**config.mk**
```make
export PLATFORM = sky130hd
export DESIGN_NAME = rom_read_arbiter_flat
export DESIGN_NICKNAME = d
export VERILOG_FILES = /design/src/rtl/rom_read_arbiter_if.sv /design/src/rtl/rom_read_arbiter.sv /design/src/flat_wrapper.sv
export SDC_FILE = /design/constraint.sdc
export NUM_CORES = 1
export LEC_CHECK = 0
export BUFFER_PORTS_ARGS = -buffer_cell sky130_fd_sc_hd__buf_2
export CAP_MARGIN = 20
export CELL_PAD_IN_SITES_DETAIL_PLACEMENT = 0
export CELL_PAD_IN_SITES_GLOBAL_PLACEMENT = 2
export CORE_MARGIN = 4
export CORE_UTILIZATION = 24
export CTS_CLUSTER_DIAMETER = 80
export DETAILED_ROUTE_END_ITERATION = 10
export GPL_ROUTABILITY_DRIVEN = 0
export PLACE_DENSITY_LB_ADDON = 0.1
export RECOVER_POWER = 100
export SLEW_MARGIN = 20
export SYNTH_ARGS = -nofsm -noshare
export SYNTH_HDL_FRONTEND = slang
export SYNTH_SLANG_ARGS = --single-unit
```
**constraint.sdc**
```tcl
create_clock -name clk -period 2.3 [get_ports clk]
set_input_delay 0.115 -clock clk [delete_from_list [all_inputs] [get_ports clk]]
set_output_delay 0.115 -clock clk [all_outputs]
set_load 0.02 [all_outputs]
```
**src/rtl/rom_read_arbiter_if.sv**
```systemverilog
// Client-request, ROM-port and read-return bundle for rom_read_arbiter.
// The slave modport is the arbiter's view; master is the clients/ROM side.
interface rom_read_arbiter_if #(
    parameter int AW = 7,
    parameter int DW = 16
);
    logic          req0;
    logic [AW-1:0] addr0;
    logic [AW-1:0] len0;
    logic          gnt0;
    logic          req1;
    logic [AW-1:0] addr1;
    logic [AW-1:0] len1;
    logic          gnt1;
    logic [AW-1:0] rom_addr;
    logic [DW-1:0] rom_data;
    logic [DW-1:0] rd_data;
    logic          rd_valid0;
    logic          rd_valid1;
    logic          rd_last;
    logic          busy;

    modport slave (
        input  req0, addr0, len0, req1, addr1, len1, rom_data,
        output gnt0, gnt1, rom_addr, rd_data, rd_valid0, rd_valid1, rd_last, busy
    );

    modport master (
        output req0, addr0, len0, req1, addr1, len1, rom_data,
        input  gnt0, gnt1, rom_addr, rd_data, rd_valid0, rd_valid1, rd_last, busy
    );
endinterface

```
**src/rtl/rom_read_arbiter.sv**
```systemverilog
// Two-client burst arbiter in front of a 1-cycle registered-read ROM.
// Bursts are granted only from IDLE, issued one address per cycle in ISSUE,
// and the final word returns during the single DRAIN cycle.
// Build option: define ROM_ARB_RR_EN for round-robin arbitration; otherwise
// client 0 has fixed priority on simultaneous requests.
module rom_read_arbiter #(
    parameter int AW = 7,
    parameter int DW = 16
) (
    input  logic               clk,
    input  logic               rst_n,
    rom_read_arbiter_if.slave  bus
);
    typedef enum logic [1:0] {IDLE, ISSUE, DRAIN} state_t;

    state_t        state_reg, state_next;
    logic [AW-1:0] cur_addr_reg;
    logic [AW-1:0] remaining_reg;
    logic          owner_reg;
    logic          issue_reg;
    logic          last_reg;
    logic          grant_any;
    logic          winner;

`ifdef ROM_ARB_RR_EN
    logic          rr_reg;

    // Round-robin pointer toggles on every grant, including lone-requester grants.
    always_ff @(posedge clk or negedge rst_n) begin
        if (!rst_n) begin
            rr_reg <= 1'b0;
        end else if (grant_any) begin
            rr_reg <= ~rr_reg;
        end
    end

    // Contention goes to the pointer; a lone requester always wins.
    always_comb begin
        if (bus.req0 && bus.req1) begin
            winner = rr_reg;
        end else begin
            winner = ~bus.req0;
        end
    end
`else
    // Fixed priority: client 0 wins whenever it is requesting.
    always_comb begin
        winner = ~bus.req0;
    end
`endif

    // Next-state and grant decision; grants happen only in IDLE.
    always_comb begin
        state_next = state_reg;
        grant_any  = 1'b0;
        case (state_reg)
            IDLE: begin
                if (bus.req0 || bus.req1) begin
                    grant_any  = 1'b1;
                    state_next = ISSUE;
                end
            end
            ISSUE: begin
                if (remaining_reg == '0) begin
                    state_next = DRAIN;
                end
            end
            DRAIN: begin
                state_next = IDLE;
            end
            default: begin
                state_next = IDLE;
            end
        endcase
    end

    // State, burst counters and the one-stage return pipeline.
    // cur_addr stops advancing on the last issue so rom_addr holds the final
    // address through DRAIN and IDLE.
    always_ff @(posedge clk or negedge rst_n) begin
        if (!rst_n) begin
            state_reg     <= IDLE;
            cur_addr_reg  <= '0;
            remaining_reg <= '0;
            owner_reg     <= 1'b0;
            issue_reg     <= 1'b0;
            last_reg      <= 1'b0;
        end else begin
            state_reg <= state_next;
            issue_reg <= (state_reg == ISSUE);
            last_reg  <= (state_reg == ISSUE) && (remaining_reg == '0);
            if (grant_any) begin
                cur_addr_reg  <= winner ? bus.addr1 : bus.addr0;
                remaining_reg <= winner ? bus.len1 : bus.len0;
                owner_reg     <= winner;
            end else if ((state_reg == ISSUE) && (remaining_reg != '0)) begin
                cur_addr_reg  <= cur_addr_reg + 1'b1;
                remaining_reg <= remaining_reg - 1'b1;
            end
        end
    end

    // Grant pulses are forced low while reset is asserted so every output
    // sits at its reset value during reset, even with a request pending.
    assign bus.gnt0      = rst_n & grant_any & ~winner;
    assign bus.gnt1      = rst_n & grant_any & winner;
    assign bus.rom_addr  = cur_addr_reg;
    assign bus.rd_data   = bus.rom_data;
    assign bus.rd_valid0 = issue_reg & ~owner_reg;
    assign bus.rd_valid1 = issue_reg & owner_reg;
    assign bus.rd_last   = last_reg;
    assign bus.busy      = (state_reg != IDLE);
endmodule

```
**src/flat_wrapper.sv**
```systemverilog
// flat-port wrapper written by rule: the top's interface ports become plain ports
module rom_read_arbiter_flat 
#(
    parameter int AW = 7,
    parameter int DW = 16
)
  (clk, rst_n, bus_req0, bus_addr0, bus_len0, bus_req1, bus_addr1, bus_len1, bus_rom_data, bus_gnt0, bus_gnt1, bus_rom_addr, bus_rd_data, bus_rd_valid0, bus_rd_valid1, bus_rd_last, bus_busy);
  rom_read_arbiter_if #(.AW(AW), .DW(DW)) bus_i ();
  input  logic clk;
  input  logic rst_n;
  input wire logic [$bits(bus_i.req0)-1:0] bus_req0;
  input wire logic [$bits(bus_i.addr0)-1:0] bus_addr0;
  input wire logic [$bits(bus_i.len0)-1:0] bus_len0;
  input wire logic [$bits(bus_i.req1)-1:0] bus_req1;
  input wire logic [$bits(bus_i.addr1)-1:0] bus_addr1;
  input wire logic [$bits(bus_i.len1)-1:0] bus_len1;
  input wire logic [$bits(bus_i.rom_data)-1:0] bus_rom_data;
  output wire logic [$bits(bus_i.gnt0)-1:0] bus_gnt0;
  output wire logic [$bits(bus_i.gnt1)-1:0] bus_gnt1;
  output wire logic [$bits(bus_i.rom_addr)-1:0] bus_rom_addr;
  output wire logic [$bits(bus_i.rd_data)-1:0] bus_rd_data;
  output wire logic [$bits(bus_i.rd_valid0)-1:0] bus_rd_valid0;
  output wire logic [$bits(bus_i.rd_valid1)-1:0] bus_rd_valid1;
  output wire logic [$bits(bus_i.rd_last)-1:0] bus_rd_last;
  output wire logic [$bits(bus_i.busy)-1:0] bus_busy;
  assign bus_i.req0 = bus_req0;
  assign bus_i.addr0 = bus_addr0;
  assign bus_i.len0 = bus_len0;
  assign bus_i.req1 = bus_req1;
  assign bus_i.addr1 = bus_addr1;
  assign bus_i.len1 = bus_len1;
  assign bus_i.rom_data = bus_rom_data;
  assign bus_gnt0 = bus_i.gnt0;
  assign bus_gnt1 = bus_i.gnt1;
  assign bus_rom_addr = bus_i.rom_addr;
  assign bus_rd_data = bus_i.rd_data;
  assign bus_rd_valid0 = bus_i.rd_valid0;
  assign bus_rd_valid1 = bus_i.rd_valid1;
  assign bus_rd_last = bus_i.rd_last;
  assign bus_busy = bus_i.busy;
  rom_read_arbiter #(.AW(AW), .DW(DW)) u_core (.clk(clk), .rst_n(rst_n), .bus(bus_i));
endmodule
```
# Word level (Yosys, flattened, before mapping)
# Index checks and enable logic that the tools add are counted.
# Widths: inputs -> output; s select.
dict set report totals {
  inputBits 48
  ff_bits 19
  output_inout_bits 29
  elab_cells 38
}
dict set report op_classes {
  bitwise 7
  n_addsub 2
  n_reduce_logical 9
  n_eq_ne 3
  muxes 11
}
# cell n
set ops {}
lappend ops {{$mux 7} 6}
lappend ops {{$add 7x1->7 const B} 1}
lappend ops {{$logic_not 7->1} 1}
lappend ops {{$reduce_bool 7->1} 1}
lappend ops {{$sub 7x1->7 const B} 1}
lappend ops {{$and 1x1->1} 5}
lappend ops {{$mux 2} 2}
lappend ops {{$pmux 2 s2} 1}
lappend ops {{$reduce_bool 2->1} 2}
lappend ops {{$eq 2x1->1 const B} 1}
lappend ops {{$logic_and 1x1->1} 2}
lappend ops {{$logic_not 2->1} 1}
lappend ops {{$mux 1} 2}
lappend ops {{$ne 2x1->1 const B} 1}
lappend ops {{$ne 2x2->1 const B} 1}
lappend ops {{$not 1->1} 2}
lappend ops {{$reduce_and 2->1} 1}
lappend ops {{$logic_or 1x1->1} 1}

# Logic depth before layout (Yosys ltp)
# Gate-level depths: netlist of run 1.
dict set report logic_depth {
  word_depth 5
  ltp_mapped 8
  mapped_depth_nobuf 7
}

# Least setup slack after synthesis of run 1
# No wires, ideal clock.
dict set report synth_path {
  kind {register to register}
  start {register u_core.remaining_reg[0]}
  end {register u_core.cur_addr_reg[1] (netlist: u_core.bus.rom_addr[1])}
  arrival_ns 1.700
  setup_time_ns 0.125
  setup_slack_ns 0.475
  n_path_buf 1
  path_stages_with_launch 9
  path_cell_list {dfrtp_1 > inv_1 > ha_1 > and4bb_1 > and3b_1 > or2_1 > buf_6 > inv_4 > mux2_4}
}
dict set report synth_between {
  elab_chain_cells 3
}
# element line
set synth_lines {}
lappend synth_lines {{start, declared} rom_read_arbiter.sv:18} ;# logic [AW-1:0] remaining_reg;
lappend synth_lines {{start signal, assigned} rom_read_arbiter.sv:94} ;# remaining_reg <= winner ? bus.len1 : bus.len0;
lappend synth_lines {{start signal, assigned} rom_read_arbiter.sv:98} ;# remaining_reg <= remaining_reg - 1'b1;
lappend synth_lines {{$reduce_bool 7->1} rom_read_arbiter.sv:96} ;# end else if ((state_reg == ISSUE) && (remaining_reg != '0)) begin
lappend synth_lines {{$logic_and 1x1->1} rom_read_arbiter.sv:96}
lappend synth_lines {{$reduce_bool 2->1 (no source line)} -}
lappend synth_lines {{end signal, assigned} rom_read_arbiter.sv:93} ;# cur_addr_reg <= winner ? bus.addr1 : bus.addr0;
lappend synth_lines {{end signal, assigned} rom_read_arbiter.sv:97} ;# cur_addr_reg <= cur_addr_reg + 1'b1;
lappend synth_lines {{end, declared} rom_read_arbiter.sv:17} ;# logic [AW-1:0] cur_addr_reg;
# No other way between the ends.
# A chain may end at the register's enable or synchronous reset.

# Worst setup path after layout of run 1
# Same ends and word-level chain as after synthesis.

==> impl_metrics.env, run 1 <==
export IMPL_die_y_um=83.4
export IMPL_wl_per_cell_um=16.7
export IMPL_crit_buf_inv=2
export IMPL_hold_start="bus_len1[6]"
export IMPL_fin_setup_tns_ns=0
export IMPL_synth_xor_area_share_pct=0
export IMPL_max_clock_freq_mhz=481
export IMPL_crit_type="reg2reg"
export IMPL_finalSetupViolations=0
export IMPL_hold_viol=0
export IMPL_drive_above_1_share_pct=28.9
export IMPL_finish_instance_area_um2=1570
export IMPL_cts_buffer_depth=2
export IMPL_vdd_ir_drop_worst_mv=0.350
export IMPL_synthTopCellsByArea="dfrtp_1 (35%), buf_4 (8.8%), mux2i_1 (7.3%), o22a_1 (3.9%), a21oi_1 (2.9%)"
export IMPL_synth_edf_count=0
export IMPL_p_seq_share_pct=37.9
export IMPL_multiInputGateArea_um2=689
export IMPL_powerDensity_nw_per_um2=1050
export IMPL_endpoint_kind="flop"
export IMPL_hold_class="in2reg"
export IMPL_core_area_um2=5510
export IMPL_synth_compound_area_share_pct=21.7
export IMPL_r2r_start="u_core.remaining_reg[0]$_DFFE_PN0P_"
export IMPL_post_synth_top_area_fraction_pct=34.9
export IMPL_io_pins=77
export IMPL_die_w_um=83.4
export IMPL_synth_avg_cell_area_um2=9.54
export IMPL_min_period_ns=2.08
export IMPL_p_sw_share_pct=42.5
export IMPL_holdWs_ns=0.124
export IMPL_grt_pass1_wl_mm=6.59
export IMPL_first_pass_iters=5
export IMPL_placed_cells=240
export IMPL_crit_chain="inv_1, ha_1, and4bb_1, and3b_1, or2_1, inv_4, mux2_1"
export IMPL_grt_overflow=0
export IMPL_cpPeakStageDelay_ns=0.39
export IMPL_synthSimpleGateAreaFrac_pct=16.9
export IMPL_synthFlopType="dfrtp_1"
export IMPL_antenna_left=0
export IMPL_drt_total_wl_mm=4.09
export IMPL_yosysWarnings=0
export IMPL_rsz0062_at_grt="false"
export IMPL_slew_headroom_pct=62.1
export IMPL_crit_fanout=9
export IMPL_drc=0
export IMPL_cts_sinks=19
export IMPL_synth_top_family_by_area="compound AO/OA/AOI/OAI gates"
export IMPL_area_growth_pct=14.8
export IMPL_cts_made_buffers=3
export IMPL_finalNonFillerCells=245
export IMPL_grt_pass1_vias=1254
export IMPL_p_leak_nw=0.692
export IMPL_synth_adder_area_share_pct=1.83
export IMPL_syn_inst=143
export IMPL_initial_core_util_pct=24.8
export IMPL_hpwlAfterDp_mm=3.06
export IMPL_portBuffers=44
export IMPL_cap_violations=0
export IMPL_muxShareOfSynthArea_pct=10.9
export IMPL_yosys_register_bits=19
export IMPL_clkLatencyLatePin_ns=0.26
export IMPL_rows=27
export IMPL_p_int_uw=948
export IMPL_syn_num_nets=193
export IMPL_start_kind="flop"
export IMPL_tightest_slew_ns=0.555
export IMPL_h_tree_depth=1
export IMPL_grtUsageTotal_pct=11.8
export IMPL_clk_pin_slew_ns=0.07
export IMPL_diodes=0
export IMPL_yosysSeqAreaShare_pct=34.9
export IMPL_cts_tree="yes"
export IMPL_skew_ns=0.00538
export IMPL_period_share_pct=90.3
export IMPL_crit_required_ns=2.44
export IMPL_post_drt_via_cell_ratio=4.97
export IMPL_place_area_um2=1540
export IMPL_startpoint="u_core.remaining_reg[0]$_DFFE_PN0P_"
export IMPL_yosysMostFrequentCell="dfrtp_1"
export IMPL_first_iter_violations=54
export IMPL_async_reset_ff_share_pct=100
export IMPL_postCtsResizedCells=0
export IMPL_outcome="completed"
export IMPL_grt_antenna_before_repair=0
export IMPL_dieArea_um2=6950
export IMPL_nNetsFinal=224
export IMPL_slowest_stage="dfrtp_1"
export IMPL_crit_family="simple AND/OR/NAND/NOR gates"
export IMPL_regArea_um2=475
export IMPL_synthesis_area_um2=1360
export IMPL_clockPowerShare_pct=14.8
export IMPL_cp_arrival_ns=2.22
export IMPL_synth_area_leader_cell="dfrtp_1"
export IMPL_cts_root_buf="clkbuf_8"
export IMPL_p_sw_uw=700
export IMPL_yosysUniqueCellTypes=43
export IMPL_nFillCells=601
export IMPL_dr_total_vias=1218
export IMPL_slew_viol_final=0
export IMPL_grt_max_degree=22
export IMPL_p_comb_share_pct=47.3
export IMPL_netlist_top_cells_count="dfrtp_1 (19), buf_4 (16), mux2i_1 (10), a21oi_1 (8), nor3_1 (7)"
## layer usage
| metal | global-route usage (%) | part of all wire, % |
|---|---|---|
| met1 | 14.0 | 42 |
| met2 | 21.1 | 50 |
| met3 | 3.17 | 6.9 |
| met4 | 2.53 | 0.93 |
| met5 | 0 | 0 |
## cell usage in the layout (no fill, tap or decap), types with 3 or more instances in the layout
master | netlist | layout
clkbuf_1 | 0 | 11
buf_2 | 5 | 33
nor3_1 | 7 | 7
a21oi_1 | 8 | 8
a31oi_1 | 3 | 3
dfrtp_1 | 19 | 19
a211oi_1 | 3 | 3
clkbuf_8 | 0 | 3
nand2_1 | 3 | 3
a2111oi_0 | 3 | 3
nand3_1 | 4 | 4
buf_4 | 16 | 3
o21ai_0 | 4 | 5
mux2i_1 | 10 | 10
nor2_1 | 4 | 5
mux2_2 | 3 | 3
o22a_1 | 6 | 6
nor2b_1 | 5 | 5
## tightest hold or removal path, cell delays in order
cell and delay [ns]:
buf_2 0.07, mux2i_1 0.05, o21ai_1 0.11
## metrics by stage
| stage | total power [mW] | utilization (%) | setup WS [ns] |
|---|---|---|---|
| global placement | 1.47 | 27.9 | 0.302 |
| CTS | 1.72 | 28.9 | 0.247 |
| detailed placement | 1.46 | 27.9 | 0.256 |
| floorplan | 1.24 | - | 0.475 |
| global route | 1.79 | 28.4 | 0.0821 |
| finish | 1.65 | 28.4 | 0.223 |
## logic make-up (layout without fill, tap and decap cells)
family | after synthesis | after routing
AOI/OAI and AO/OA | 42 | 42
and+or+nand+nor | 39 | 39
buffers and inverters | 27 | 57
DFF | 19 | 19
muxes | 14 | 14
adders and majority gates | 2 | 2
## power by group through the flow
stage	combinational, mW	sequential, mW	clock (mW)
after CTS	0.835	0.623	0.258
after global routing	0.877	0.647	0.271
after floorplan	0.570	0.670	0
after detailed placement	0.831	0.630	0
final	0.780	0.624	0.244
after global placement	0.835	0.631	0
## final timing paths
| check | end | slack, ns | cells past startpoint |
|---|---|---|---|
| setup reg to reg | u_core.bus.rom_addr[1]$_DFFE_PN0P_ | 0.22 | 7 |
| hold / removal | u_core.remaining_reg[6]$_DFFE_PN0P_ | 0.12 | 3 |
| hold reg to reg | u_core.state_reg[1]$_DFFE_PN0P_ | 0.49 | 1 |
| min in group asynchronous | u_core.bus.rom_addr[4]$_DFFE_PN0P_ | 0.35 | 2 |
| max in group asynchronous | u_core.remaining_reg[1]$_DFFE_PN0P_ | 1.61 | 2 |
| setup / recovery | u_core.bus.rom_addr[1]$_DFFE_PN0P_ | 0.22 | 7 |
## what timing repair did
action,4_1_cts,5_1_grt
hold endpoints to repair,19,0
setup buffers,0,0
hold buffers,1,0
## cell type report
| class | count | area share [%] |
|---|---|---|
| clock buffers | 3 | 2.64 |
| well taps | 72 | 5.76 |
| multi-input cells | 97 | 44.0 |
| clock inverters | 1 | 0.320 |
| repair buffers | 49 | 15.6 |
| inverters | 4 | 1.28 |
| flip-flops and latches | 19 | 30.4 |
Power figures use the tool's default switching activity.
==> run 2: changes to the inputs <==
--- a/config.mk
+++ b/config.mk
@@ -5,12 +5,13 @@
 export SDC_FILE = /design/constraint.sdc
 export NUM_CORES = 1
 export LEC_CHECK = 0
+export ABC_AREA = 1
 export BUFFER_PORTS_ARGS = -buffer_cell sky130_fd_sc_hd__buf_2
 export CAP_MARGIN = 20
 export CELL_PAD_IN_SITES_DETAIL_PLACEMENT = 0
 export CELL_PAD_IN_SITES_GLOBAL_PLACEMENT = 2
 export CORE_MARGIN = 4
-export CORE_UTILIZATION = 24
+export CORE_UTILIZATION = 22
 export CTS_CLUSTER_DIAMETER = 80
 export DETAILED_ROUTE_END_ITERATION = 10
 export GPL_ROUTABILITY_DRIVEN = 0
==> run 2 against run 1 <==
  * Critical path depth shrank 1
  * Total power increased by 18%
  * Core utilization fell by 2.2 points
  * Wire length up 0.22%
  * Die area increased by 10%
  * Count of clock-buffer cells in the layout increased by 1
  * Non-clock buffer count fell by 2
  * Via count rose by 7.0%
  * Worst hold slack improved by 0.030 ns
  * Critical path type is now reg2out
  * Clock power barely moved
==> impl_metrics.env, run 2 <==
export IMPL_outcome="completed"
export IMPL_clk_pin_slew_ns=0.08
export IMPL_synth_adder_area_share_pct=1.80
export IMPL_mostFrequentLayoutCells="nand2_1 (100), buf_2 (31), dfrtp_1 (19), clkbuf_1 (15)"
export IMPL_rows=28
export IMPL_p_comb_share_pct=54.0
export IMPL_whs_path_depth=5
export IMPL_cpPeakStageDelay_ns=0.38
export IMPL_clkLatencyLatePin_ns=0.26
export IMPL_power_mw=1.94
export IMPL_portBuffers=44
export IMPL_synth_area_leader_cell="dfrtp_1"
export IMPL_grt_max_degree=20
export IMPL_mostFrequentLayoutCell="nand2_1"
export IMPL_antenna_left=0
export IMPL_period_share_pct=81.9
export IMPL_grt_pass1_vias=1365
export IMPL_slowest_stage="dfrtp_1"
export IMPL_worst_slack_ns=0.416
export IMPL_synth_xor_area_share_pct=3.77
export IMPL_crit_chain="nor2_1, o21ai_2, inv_4, nand2_1, nor2_1, buf_2"
export IMPL_cts_root_buf="clkbuf_8"
export IMPL_yosysSeqAreaShare_pct=34.1
export IMPL_grt_antenna_before_repair=0
export IMPL_drc=0
export IMPL_die_y_um=87.6
export IMPL_hpwlAfterDp_mm=3.05
export IMPL_initial_core_util_pct=23.1
export IMPL_area_growth_pct=13.6
export IMPL_hold_viol=0
export IMPL_io_pins=77
export IMPL_synthFlopType="dfrtp_1"
export IMPL_slew_headroom_pct=26.2
export IMPL_hold_start="bus_len1[6]"
export IMPL_grt_pass1_wl_mm=6.77
export IMPL_crit_type="reg2out"
export IMPL_p_seq_share_pct=33.3
export IMPL_synthesis_area_um2=1390
export IMPL_fin_setup_tns_ns=0
export IMPL_cts_sinks=19
export IMPL_yosysWarnings=0
export IMPL_highest_layer="met4"
export IMPL_min_period_ns=1.88
export IMPL_cts_made_buffers=3
export IMPL_rrSetupSlack_ns=0.52
export IMPL_synth_top_family_by_area="simple AND/OR/NAND/NOR gates"
export IMPL_synthSimpleGateAreaFrac_pct=36.7
export IMPL_powerDensity_nw_per_um2=1230
export IMPL_endpoint_kind="output pin"
export IMPL_max_clock_freq_mhz=531
export IMPL_p_int_uw=977
export IMPL_r2r_end="u_core.remaining_reg[0]$_DFFE_PN0P_"
export IMPL_post_synth_top_area_fraction_pct=34.1
export IMPL_final_core_util_pct=26.3
export IMPL_drt_met1_wl_mm=1.97
export IMPL_yosys_register_bits=19
export IMPL_drive_above_1_share_pct=17.0
export IMPL_crit_family="buffers and inverters"
export IMPL_cts_buffer_depth=2
export IMPL_synthTopCellsByArea="dfrtp_1 (34%), nand2_1 (27%), buf_4 (9.2%), nand3_1 (3.2%), inv_1 (3.0%)"
export IMPL_grtUsageTotal_pct=11.5
export IMPL_placed_cells=305
export IMPL_p_sw_uw=963
export IMPL_post_drt_via_cell_ratio=4.20
export IMPL_syn_num_nets=256
export IMPL_skew_ns=0.00590
export IMPL_slew_viol_final=0
export IMPL_crit_fanout=19
export IMPL_wl_met2_mm=1.71
export IMPL_cts_tree="yes"
export IMPL_hold_class="in2reg"
export IMPL_tightest_slew_ns=1.11
export IMPL_vdd_ir_drop_worst_mv=0.266
export IMPL_crit_required_ns=2.18
export IMPL_hold_end="u_core.remaining_reg[6]$_DFFE_PN0P_"
export IMPL_first_pass_iters=4
export IMPL_finalNonFillerCells=310
export IMPL_nNetsFinal=286
export IMPL_dieArea_um2=7670
export IMPL_drt_total_wl_mm=4.10
export IMPL_yosysMostFrequentCell="nand2_1"
export IMPL_h_tree_depth=1
export IMPL_yosysUniqueCellTypes=25
export IMPL_die_w_um=87.6
export IMPL_synth_avg_cell_area_um2=6.77
export IMPL_finalSetupViolations=0
export IMPL_r2r_cells=6
export IMPL_dr_total_vias=1303
export IMPL_r2r_start="u_core.remaining_reg[0]$_DFFE_PN0P_"
export IMPL_place_area_um2=1560
export IMPL_p_sw_share_pct=49.6
export IMPL_async_reset_ff_share_pct=100
export IMPL_netlist_top_cells_count="nand2_1 (99), dfrtp_1 (19), buf_4 (17), inv_1 (11), nor2_1 (11)"
export IMPL_syn_inst=206
export IMPL_grt_overflow=0
export IMPL_holdWs_ns=0.154
export IMPL_clockPowerShare_pct=12.7
export IMPL_start_kind="flop"
export IMPL_cp_arrival_ns=1.77
export IMPL_pre_cts_ws_ns=0.588
export IMPL_core_area_um2=6030
export IMPL_diodes=0
export IMPL_first_iter_violations=50
export IMPL_rsz0062_at_grt="false"
export IMPL_crit_top_cell="nor2_1"
export IMPL_synth_edf_count=0
export IMPL_p_leak_nw=0.836
export IMPL_dr_wl_met3_um=355
export IMPL_finish_instance_area_um2=1580
export IMPL_cap_violations=0
export IMPL_crit_buf_inv=2
export IMPL_wl_per_cell_um=13.2
export IMPL_synth_compound_area_share_pct=8.08
export IMPL_muxShareOfSynthArea_pct=0
[run 2: cell count changes after synthesis, sizes merged, moves of 4 or more]
cell / change
o211ai: +4
nand3: +5
nand2: +96
mux2: -4
inv: +9
o22a: -6
a21oi: -6
nor3: -5
xnor2: +4
nor2: +5
mux2i: -10
nor2b: -5
[run 2: worst max path at each step]
| stage | startpoint | to | depth (start not counted) | slack, ns |
|---|---|---|---|---|
| after detailed placement | u_core.remaining_reg[0]$_DFFE_PN0P_ | u_core.bus.rom_addr[6]$_DFFE_PN0P_ | 6 | 0.59 |
| after global routing | u_core.state_reg[0]$_DFFE_PN0P_ | bus_gnt1 | 6 | 0.21 |
| after global placement | bus_req0 | u_core.bus.rom_addr[6]$_DFFE_PN0P_ | 6 | 0.60 |
| final | u_core.state_reg[0]$_DFFE_PN0P_ | bus_gnt1 | 6 | 0.42 |
| after floorplan | u_core.state_reg[0]$_DFFE_PN0P_ | bus_gnt1 | 6 | 0.94 |
| after CTS | u_core.state_reg[0]$_DFFE_PN0P_ | bus_gnt1 | 6 | 0.35 |
[run 2: final cells by class]
class	instances	area [um^2]
timing repair buffer	47	225
clock buffer	4	45.0
inverter	13	51.3
multi-input combinational	152	692
tap	75	93.8
sequential	19	475
fill	718	4440
[run 2: cell families after synthesis]
group | Yosys count
simple gates | 128
fa+ha+maj | 2
xor+xnor | 6
compound gates | 16
buf+inv | 35
flops | 19
[run 2: power by group through the flow]
| stage | combinational, mW | sequential (mW) | clock, mW |
|---|---|---|---|
| after floorplan | 0.828 | 0.687 | 0 |
| after global placement | 1.14 | 0.656 | 0 |
| after detailed placement | 1.11 | 0.655 | 0 |
| after CTS | 1.12 | 0.650 | 0.253 |
| after global routing | 1.26 | 0.674 | 0.269 |
| final | 1.05 | 0.646 | 0.245 |
[run 2: repair_timing]
item | 4_1_cts | 5_1_grt
resized for setup | 0 | 0
hold buffers | 1 | 0
setup endpoints to repair | 0 | 0
hold endpoints to repair | 19 | 0
setup buffers | 0 | 0
[run 2: worst reg2reg max path, stage by stage (launching register included)]
cell     delay, ns
dfrtp_1       0.38
inv_1         0.12
ha_1          0.24
nand3_1       0.18
nand2_1       0.09
nand2_1       0.35
o21ai_0       0.33
[run 2: metal layers]
metal / vias to the layer above / GRT usage [%]
li1: 687 / -
met1: 554 / 15.3
met2: 46 / 18.1
met3: 16 / 2.35
met4: 0 / 4.60
met5: - / 0
